$ cat src/rtl/cmd_dispatch_pkg.sv
// cmd_dispatch shared types: opcodes, FSM states, response bytes.
// Optional command watchdog is enabled by defining CMD_WDOG_EN.
package cmd_dispatch_pkg;

    typedef enum logic [7:0] {
        SET_PTCH  = 8'h02,
        SET_ROLL  = 8'h03,
        SET_YAW   = 8'h04,
        SET_THRST = 8'h05,
        CALIBRATE = 8'h06,
        EMER_LAND = 8'h07,
        MTRS_OFF  = 8'h08
    } opcode_t;

    typedef enum logic [2:0] {
        IDLE,
        RAMP,
        CAL,
        SEND,
        WAIT_SENT
    } state_t;

    localparam logic [7:0] RESP_ACK = 8'hA5;
    localparam logic [7:0] RESP_NAK = 8'hEE;

    function automatic logic op_known(input logic [7:0] c);
        return (c >= 8'(SET_PTCH)) && (c <= 8'(MTRS_OFF));
    endfunction

endpackage

$ cat src/rtl/cmd_dispatch_if.sv
// Command/response handshake between the UART wrapper (master)
// and the command dispatcher (slave).
interface cmd_dispatch_if;
    logic        cmd_rdy;
    logic [7:0]  cmd;
    logic [15:0] data;
    logic        clr_cmd_rdy;
    logic        snd_resp;
    logic [7:0]  resp;
    logic        resp_sent;

    modport master (
        output cmd_rdy, cmd, data, resp_sent,
        input  clr_cmd_rdy, snd_resp, resp
    );

    modport slave (
        input  cmd_rdy, cmd, data, resp_sent,
        output clr_cmd_rdy, snd_resp, resp
    );
endinterface

$ cat src/rtl/cmd_dispatch_timer.sv
// dispatch_timer: up-counter with clear, enable and a terminal-count
// flag; it stops at the terminal count until cleared.
module dispatch_timer #(
    parameter int           W  = 25,
    parameter logic [W-1:0] TC = '1
)(
    input  logic clk,
    input  logic rst_n,
    input  logic i_clr,
    input  logic i_en,
    output logic o_tc
);
    logic [W-1:0] r_cnt;

    assign o_tc = (r_cnt == TC);

    // clear has priority; count while enabled, saturate at TC
    always_ff @(posedge clk or negedge rst_n) begin
        if (!rst_n) begin
            r_cnt <= '0;
        end else if (i_clr) begin
            r_cnt <= '0;
        end else if (i_en && !o_tc) begin
            r_cnt <= r_cnt + 1'b1;
        end
    end
endmodule

$ cat src/rtl/cmd_dispatch.sv
// cmd_dispatch: consumes UART commands, drives flight setpoints and
// calibration, returns one response byte per command. Macro: CMD_WDOG_EN.
module cmd_dispatch
    import cmd_dispatch_pkg::*;
#(
    parameter logic [24:0] RAMP_CYC = 25'h1000000
`ifdef CMD_WDOG_EN
    , parameter logic [25:0] WDOG_CYC = 26'h3FFFFFF
`endif
)(
    input  logic          clk,
    input  logic          rst_n,
    cmd_dispatch_if.slave bus,
    input  logic          i_cal_done,
    output logic [15:0]   o_d_ptch,
    output logic [15:0]   o_d_roll,
    output logic [15:0]   o_d_yaw,
    output logic [8:0]    o_thrst,
    output logic          o_strt_cal,
    output logic          o_inertial_cal,
    output logic          o_motors_off
);
    state_t      r_state;
    state_t      w_nxt;
    logic        w_take;
    logic        w_is_cal;
    logic        w_ramp_tc;
    logic        w_snd;
    logic        w_strt;
    logic        w_cal_end;
    opcode_t     w_op;
    logic [15:0] r_ptch;
    logic [15:0] r_roll;
    logic [15:0] r_yaw;
    logic [8:0]  r_thrst;
    logic        r_motors_off;
    logic        r_inertial;
    logic        r_strt;
    logic        r_snd;
    logic [7:0]  r_resp;

    assign w_take          = (r_state == IDLE) && bus.cmd_rdy;
    assign w_op            = opcode_t'(bus.cmd);
    assign w_is_cal        = w_take && (bus.cmd == 8'(CALIBRATE));
    assign bus.clr_cmd_rdy = w_take;
    assign bus.snd_resp    = r_snd;
    assign bus.resp        = r_resp;
    assign o_d_ptch        = r_ptch;
    assign o_d_roll        = r_roll;
    assign o_d_yaw         = r_yaw;
    assign o_thrst         = r_thrst;
    assign o_strt_cal      = r_strt;
    assign o_inertial_cal  = r_inertial;
    assign o_motors_off    = r_motors_off;

    dispatch_timer #(
        .W  (25),
        .TC (RAMP_CYC - 25'd1)
    ) u_ramp (
        .clk   (clk),
        .rst_n (rst_n),
        .i_clr (w_is_cal),
        .i_en  (r_state == RAMP),
        .o_tc  (w_ramp_tc)
    );

`ifdef CMD_WDOG_EN
    logic w_wdog_tc;
    logic w_wdog_trip;

    dispatch_timer #(
        .W  (26),
        .TC (WDOG_CYC)
    ) u_wdog (
        .clk   (clk),
        .rst_n (rst_n),
        .i_clr (w_take),
        .i_en  (1'b1),
        .o_tc  (w_wdog_tc)
    );

    assign w_wdog_trip = w_wdog_tc && !r_motors_off
                         && (r_state == IDLE);
`endif

    // FSM state register
    always_ff @(posedge clk or negedge rst_n) begin
        if (!rst_n) begin
            r_state <= IDLE;
        end else begin
            r_state <= w_nxt;
        end
    end

    // next state and single-cycle strobes
    always_comb begin
        w_nxt     = r_state;
        w_snd     = 1'b0;
        w_strt    = 1'b0;
        w_cal_end = 1'b0;
        unique case (r_state)
            IDLE: begin
                if (w_take) begin
                    w_nxt = w_is_cal ? RAMP : SEND;
                end
            end
            RAMP: begin
                if (w_ramp_tc) begin
                    w_strt = 1'b1;
                    w_nxt  = CAL;
                end
            end
            CAL: begin
                if (i_cal_done) begin
                    w_cal_end = 1'b1;
                    w_nxt     = SEND;
                end
            end
            SEND: begin
                w_snd = 1'b1;
                w_nxt = WAIT_SENT;
            end
            WAIT_SENT: begin
                if (bus.resp_sent) begin
                    w_nxt = IDLE;
                end
            end
            default: begin
                w_nxt = IDLE;
            end
        endcase
    end

    // setpoints, calibration flags and the response byte
    always_ff @(posedge clk or negedge rst_n) begin
        if (!rst_n) begin
            r_ptch       <= '0;
            r_roll       <= '0;
            r_yaw        <= '0;
            r_thrst      <= '0;
            r_motors_off <= 1'b1;
            r_inertial   <= 1'b0;
            r_strt       <= 1'b0;
            r_snd        <= 1'b0;
            r_resp       <= 8'h00;
        end else begin
            r_snd  <= w_snd;
            r_strt <= w_strt;
            if (w_strt) begin
                r_inertial <= 1'b1;
            end
            if (w_cal_end) begin
                r_inertial <= 1'b0;
                r_resp     <= RESP_ACK;
            end
            if (w_take) begin
                case (w_op)
                    SET_PTCH:  r_ptch       <= bus.data;
                    SET_ROLL:  r_roll       <= bus.data;
                    SET_YAW:   r_yaw        <= bus.data;
                    SET_THRST: r_thrst      <= bus.data[8:0];
                    CALIBRATE: r_motors_off <= 1'b0;
                    EMER_LAND: begin
                        r_ptch  <= '0;
                        r_roll  <= '0;
                        r_yaw   <= '0;
                        r_thrst <= '0;
                    end
                    MTRS_OFF:  r_motors_off <= 1'b1;
                    default: ;
                endcase
                if (!w_is_cal) begin
                    r_resp <= op_known(bus.cmd) ? RESP_ACK : RESP_NAK;
                end
            end
`ifdef CMD_WDOG_EN
            else if (w_wdog_trip) begin
                r_ptch  <= '0;
                r_roll  <= '0;
                r_yaw   <= '0;
                r_thrst <= '0;
            end
`endif
        end
    end
endmodule

$ cat src/flat_wrapper.sv
// flat-port wrapper written by rule: the top's interface ports become plain ports
module cmd_dispatch_flat import cmd_dispatch_pkg::*;
#(
    parameter logic [24:0] RAMP_CYC = 25'h1000000

)
  (clk, rst_n, i_cal_done, o_d_ptch, o_d_roll, o_d_yaw, o_thrst, o_strt_cal, o_inertial_cal, o_motors_off, bus_cmd_rdy, bus_cmd, bus_data, bus_resp_sent, bus_clr_cmd_rdy, bus_snd_resp, bus_resp);
  cmd_dispatch_if bus_i ();
  input  logic clk;
  input  logic rst_n;
  input  logic i_cal_done;
  output logic [15:0] o_d_ptch;
  output logic [15:0] o_d_roll;
  output logic [15:0] o_d_yaw;
  output logic [8:0] o_thrst;
  output logic o_strt_cal;
  output logic o_inertial_cal;
  output logic o_motors_off;
  input wire logic [$bits(bus_i.cmd_rdy)-1:0] bus_cmd_rdy;
  input wire logic [$bits(bus_i.cmd)-1:0] bus_cmd;
  input wire logic [$bits(bus_i.data)-1:0] bus_data;
  input wire logic [$bits(bus_i.resp_sent)-1:0] bus_resp_sent;
  output wire logic [$bits(bus_i.clr_cmd_rdy)-1:0] bus_clr_cmd_rdy;
  output wire logic [$bits(bus_i.snd_resp)-1:0] bus_snd_resp;
  output wire logic [$bits(bus_i.resp)-1:0] bus_resp;
  assign bus_i.cmd_rdy = bus_cmd_rdy;
  assign bus_i.cmd = bus_cmd;
  assign bus_i.data = bus_data;
  assign bus_i.resp_sent = bus_resp_sent;
  assign bus_clr_cmd_rdy = bus_i.clr_cmd_rdy;
  assign bus_snd_resp = bus_i.snd_resp;
  assign bus_resp = bus_i.resp;
  cmd_dispatch #(.RAMP_CYC(RAMP_CYC)) u_core (.clk(clk), .rst_n(rst_n), .bus(bus_i), .i_cal_done(i_cal_done), .o_d_ptch(o_d_ptch), .o_d_roll(o_d_roll), .o_d_yaw(o_d_yaw), .o_thrst(o_thrst), .o_strt_cal(o_strt_cal), .o_inertial_cal(o_inertial_cal), .o_motors_off(o_motors_off));
endmodule
$ cat config.mk
export PLATFORM = sky130hd
export DESIGN_NAME = cmd_dispatch_flat
export DESIGN_NICKNAME = d
export VERILOG_FILES = /design/src/rtl/cmd_dispatch_pkg.sv /design/src/rtl/cmd_dispatch_if.sv /design/src/rtl/cmd_dispatch_timer.sv /design/src/rtl/cmd_dispatch.sv /design/src/flat_wrapper.sv
export SDC_FILE = /design/constraint.sdc
export NUM_CORES = 1
export LEC_CHECK = 0
export ABC_AREA = 1
export BUFFER_PORTS_ARGS = -buffer_cell sky130_fd_sc_hd__buf_2
export CAP_MARGIN = 5
export CORE_MARGIN = 2
export CORE_UTILIZATION = 40
export CTS_CLUSTER_SIZE = 30
export DETAILED_ROUTE_END_ITERATION = 8
export PLACE_DENSITY_LB_ADDON = 0.05
export SKIP_CTS_REPAIR_TIMING = 1
export SYNTH_ARGS = -nofsm -noshare
export SYNTH_HDL_FRONTEND = slang
export SYNTH_SLANG_ARGS = --single-unit
$ cat constraint.sdc
create_clock -name clk -period 5 [get_ports clk]
set_input_delay 1 -clock clk [delete_from_list [all_inputs] [get_ports clk]]
set_output_delay 1 -clock clk [all_outputs]
set_load 0.005 [all_outputs]
======== After elaboration in Yosys (flattened, before gate mapping) ========
Index checks and enable logic that the tools add are counted.
storage, ports and cells
  register bits after elaboration ......... 97
  input bits .............................. 29
  output and inout bits ................... 70
  word-level logic and storage cells ...... 73
operators by class
  add/sub/neg operators ................... 1
  $lt $le $gt $ge ......................... 2
  equal/unequal tests ..................... 16
  mux-type cells .......................... 24
  reductions and logical operators ........ 19
operator list
  kind                     count
  $pmux W16 S2             3
  $mux W25                 2
  $eq A8 B3 Y1 const B     4
  $add A25 B1 Y25 const B  1
  $eq A25 B24 Y1 const B   1
  $mux W8                  3
  $pmux W9 S2              1
  $eq A8 B2 Y1 const B     2
  $pmux W3 S5              1
  $reduce_bool A2 Y1       7
  $mux W3                  4
  $reduce_and A2 Y1        5
  $eq A8 B4 Y1 const B     1
  $ge A8 B2 Y1 const B     1
  $le A8 B4 Y1 const B     1
  $mux W1                  7
  $mux W7                  1
  $eq A3 B2 Y1 const B     2
  $logic_and A1 B1 Y1      4
  $ne A2 B1 Y1 const B     2
  $ne A2 B2 Y1 const B     2
  $reduce_and A4 Y1        1
  $eq A3 B1 Y1 const B     1
  $eq A3 B3 Y1 const B     1
  4 further kinds          4

======== Logic depth before layout (Yosys ltp) ========
  depth in word-level cells ............... 6
  mapped depth ............................ 12
  mapped depth without buffers ............ 11

======== By module ========
From an unflattened synthesis, not the netlist that was laid out.
second synthesis, totals
  cell total of the unflattened synthesis .. 579
  area, all modules ....................... 4,870.9 µm²
by module, submodules not included
  module          times used  cells an instance  area an instance (µm²)  sequential area each (µm²)
  cmd_dispatch    1           326                3,176.8                 1,803.0
  dispatch_timer  1           253                1,694.1                 625.6

======== Least setup slack after synthesis ========
No wires, ideal clock.
  path kind ............................... in2out
  from .................................... in bus_cmd_rdy
  to ...................................... out bus_clr_cmd_rdy
  arrival ................................. 1.289 ns
  required time ........................... 4.000 ns
  path slack .............................. 2.711 ns
  stages .................................. 4
  path buffers ............................ 0
  path through ............................ inv_1 > nor2_1 > nand2_1 > inv_2
between the ends
  word-level cells in the longest chain between the ends .. 1
ends and longest elaborated chain
  item                 line                text
  from (decl)          flat_wrapper.sv:19  input wire logic [$bits(bus_i.cmd_rdy)-1:0] bus_cmd_rdy;
  $logic_and A1 B1 Y1  cmd_dispatch.sv:42  assign w_take = (r_state == IDLE) && bus.cmd_rdy;
  to (decl)            flat_wrapper.sv:23  output wire logic [$bits(bus_i.clr_cmd_rdy)-1:0] bus_clr_cmd_rdy;
No other way between the ends.

======== Worst setup path after layout ========
  from .................................... in bus_cmd[3]
  to ...................................... reg u_core.r_ptch[0], in the netlist u_core.o_d_ptch[0]
between the ends
  word-level cells in the longest chain between the ends .. 3
ends and longest elaborated chain
  item                                                 line                 text
  from (decl)                                          flat_wrapper.sv:20   input wire logic [$bits(bus_i.cmd)-1:0] bus_cmd;
  $eq A8 B2 Y1 / $eq A8 B3 Y1 (equally long branches)  cmd_dispatch.sv:157  case (w_op)
  $reduce_bool A2 Y1 (no line)                         n/a
  $reduce_and A2 Y1 (no line)                          n/a
  to (signal assigned)                                 cmd_dispatch.sv:158  SET_PTCH: r_ptch <= bus.data;
  to (decl)                                            cmd_dispatch.sv:32   logic [15:0] r_ptch;
Several ways; a longest one is shown, not always the timed one.
A chain may end at the register's enable or synchronous reset.

==> metrics.txt <==
status completed; P_leak around 0.003 µW; drt drc 0; Least-Margin Pin Slew about 1.2 ns; fmax 368.0 MHz; Final ANT Viol Nets 0; GRT Resource Usage Total around a fifth; Largest delay share family, worst path simple AND/OR/NAND/NOR gates; Worst setup EP type register; Synth Register Bits 97; CTS tree done; nets 724; die area between 10000 and 15000 µm²; top-count cell post-synth nand2_1; R2R cell count 8; clock skew ~0.0084 ns; Min Hold Slack between 0.4 and 0.5 ns; Worst Path Arrival 2.94 ns; Async SR Flop Fraction 100.0%; RD Place Congestion a little under 0.9; Crit path largest cell delay approximately 0.80 ns; Area Overhead vs Synth 19.64%; reg2reg setup slack 2.59 ns; WL final 11.30 mm; die height 112.1 µm; multiplexer area fraction after synthesis 0%; Place WS 1.850 ns; Worst R2R Start u_core.u_ramp.r_cnt[0]$_DFFE_PN0P_; vias per inst roughly 4.7; Fin. Hold Viols 0; worst r2r dst u_core.u_ramp.r_cnt[14]$_DFFE_PN0P_; design area between 5000 and 6000 µm²; Fill cells 1150; Mapped Area 4677 µm²; dpl hpwl 8.103 mm; Reg clk slew, reported paths about 0.070 ns; RSZ-0062 raised after global routing no; DR WL/cell about 13 µm; post-synth cell types 33; Post-Synth XOR/XNOR Area approximately 2.2%; post-synthesis compound-gate area fraction 6.795%; CTS max path bufs 2; Core Rows 39; CTS buffer count 9; Syn Inst Count about 600; most frequent CP cell nand2_1; largest net degree at the start of global routing 53; Sum Neg Setup Slack 0 ns; VDD IR-drop max between 0.00015 and 0.0002 V; Hold EP u_core.o_d_ptch[3]$_DFFE_PN0P_; antenna violations before repair 0; Die W 112.1 µm; Post-Place Cell Area 5290 µm²; Slew Limit Fails 0; number of global-route vias before repair around 3900; Final min period roughly 2.7 ns; core region area 11420 µm²; Initial Util between 40% and 50%; Root Buffer clkbuf_16; Worst Min Path Start u_core.o_d_ptch[3]$_DFFE_PN0P_; I/O Pins between 90 and 100; Syn. warnings 0; First DRT Iteration DRCs around 200; global-route wire length before repair between 15 and 20 mm; Seq. cell area 2429 µm²; non-filler cells, final roughly 840; Final setup viols 0; largest family of logic cells by synthesized area simple AND/OR/NAND/NOR gates; # port buffers 98; via count 3966; simple-gate share of the synthesized area between 20 and 30%; main flop type after synthesis dfrtp_1; later-pin clock latency in the skew report ~0.34 ns; Max FO, Critical Path 26; clk sinks 97; fin worst setup slack roughly 2.3 ns; Avg Inst Size Synth between 7 and 8 µm²; max cap viols 0; global route overflow 0; top cells by count, synth nand2_1, dfrtp_1, inv_1, nor2_1, nand3_1; critical path class input port to register; ranking of synthesized cells by area dfrtp_1, nand2_1, inv_1; required time of the critical path approximately 5.2 ns; CP cell instances buf_2 > nor2_2 > inv_2 > nor3_4 > inv_2 > nand2_1 > nand2_1 > nand2_1 > nand2_1; syn_nets about 630; register area share after synthesis about half; Tcrit/Tclk final between 50% and 60%; hold depth 2; H-tree depth 3; diode count 0; buffer and inverter count on the worst path 3; Post-synth EDFFs 0; pwr/cell area roughly 370 nW/µm²; Placed Cells 826; Startpoint Class input port; Yosys top cell area share between 50% and 60%; Hold WC Path Type register to register; Slew HR between 20 and 25%; area leader, netlist dfrtp_1; share of cells above drive strength 1 between 15 and 20%; Post-Synth Adder-Cell Area less than 1%; Worst path slowest cell nor3_4; Initial DRT Pass Iterations 4; area of the multi-input gates roughly 1800 µm²
-- cells in the final DEF (no fill, tap or decap), types with 2 or more instances in the layout --
cell and instances:
xor2_1 8, xnor2_1 4, clkbuf_16 9, o21ai_0 21, inv_2 3, a21oi_1 20, nand3b_1 3, nand2_1 183
nor2_2 4, nand3_1 32, o21bai_1 2, inv_1 84, nor3_1 4, nand2_2 4, dfrtp_1 96, nand4_1 16
clkinv_4 2, buf_4 3, buf_2 97, o31ai_1 10, nor2_1 75, clkinv_2 2, nor3_4 2, nor4_1 2
-- sequential cells by signal, indices dropped and copies added (netlist names) --
signal	count
u_core.u_ramp.r_cnt	25
u_core.o_strt_cal	1
u_core.o_motors_off	1
u_core.o_d_roll	16
u_core.bus.snd_resp	1
u_core.bus.resp	8
u_core.r_state	3
u_core.o_d_yaw	16
u_core.o_thrst	9
u_core.o_inertial_cal	1
u_core.o_d_ptch	16
-- worst min-delay path: cells and delay by family (launching register included) --
family	cells	cell delay, ns
flip-flops	1	0.34
AND/OR/NAND/NOR	2	0.09
-- worst max-delay path by stage --
stage / to / start / depth (start not counted)
5_1_grt: u_core.o_d_ptch[13]$_DFFE_PN0P_ / bus_cmd[3] / 9
2_1_floorplan: bus_clr_cmd_rdy / bus_cmd_rdy / 4
3_5_place_dp: u_core.o_d_ptch[10]$_DFFE_PN0P_ / bus_cmd[3] / 9
6_report: u_core.o_d_ptch[0]$_DFFE_PN0P_ / bus_cmd[3] / 9
4_1_cts: u_core.o_d_ptch[0]$_DFFE_PN0P_ / bus_cmd[3] / 9
3_3_place_gp: u_core.o_d_ptch[13]$_DFFE_PN0P_ / bus_cmd[3] / 9
-- through the flow --
| stage | util [%] | total power (µW) |
|---|---|---|
| floorplan | - | 1215 |
| global placement | 46.33 | 1367 |
| detailed placement | 46.33 | 1378 |
| CTS | 49.00 | 2091 |
| global route | 49.00 | 2190 |
| finish | 49.00 | 2061 |
-- layer usage --
metal | wire [µm] | track usage, %
met3 | 526 | 5.022
met5 | 0 | 0
met1 | 4993 | 23.99
met2 | 5610 | 31.73
met4 | 172 | 6.260
-- power breakdown --
| part | internal, µW | switching (µW) |
|---|---|---|
| registers | 874 | 64.7 |
| logic | 143 | 276 |
| clock network | 403 | 299 |
| total | 1420 | 640 |
-- layout make-up --
class                           instances  share of cell area, %
Timing Repair Buffer                  100                  9.079
Sequential cell                        97                  43.40
Clock buffer                           10                  4.271
Tap cell                              143                  3.198
Multi-Input combinational cell        398                  32.92
Clock inverter                          6                  1.185
Inverter                               88                  5.948
-- logic make-up (layout without fill, tap and decap cells) --
logic type | after synthesis | after routing
AOI/OAI and AO/OA | 56 | 56
xor gates and xnor gates | 12 | 12
adders and majority gates | 1 | 1
buffers and inverters | 104 | 204
DFF | 97 | 97
and+or+nand+nor | 329 | 329
Power figures use the tool's default switching activity.
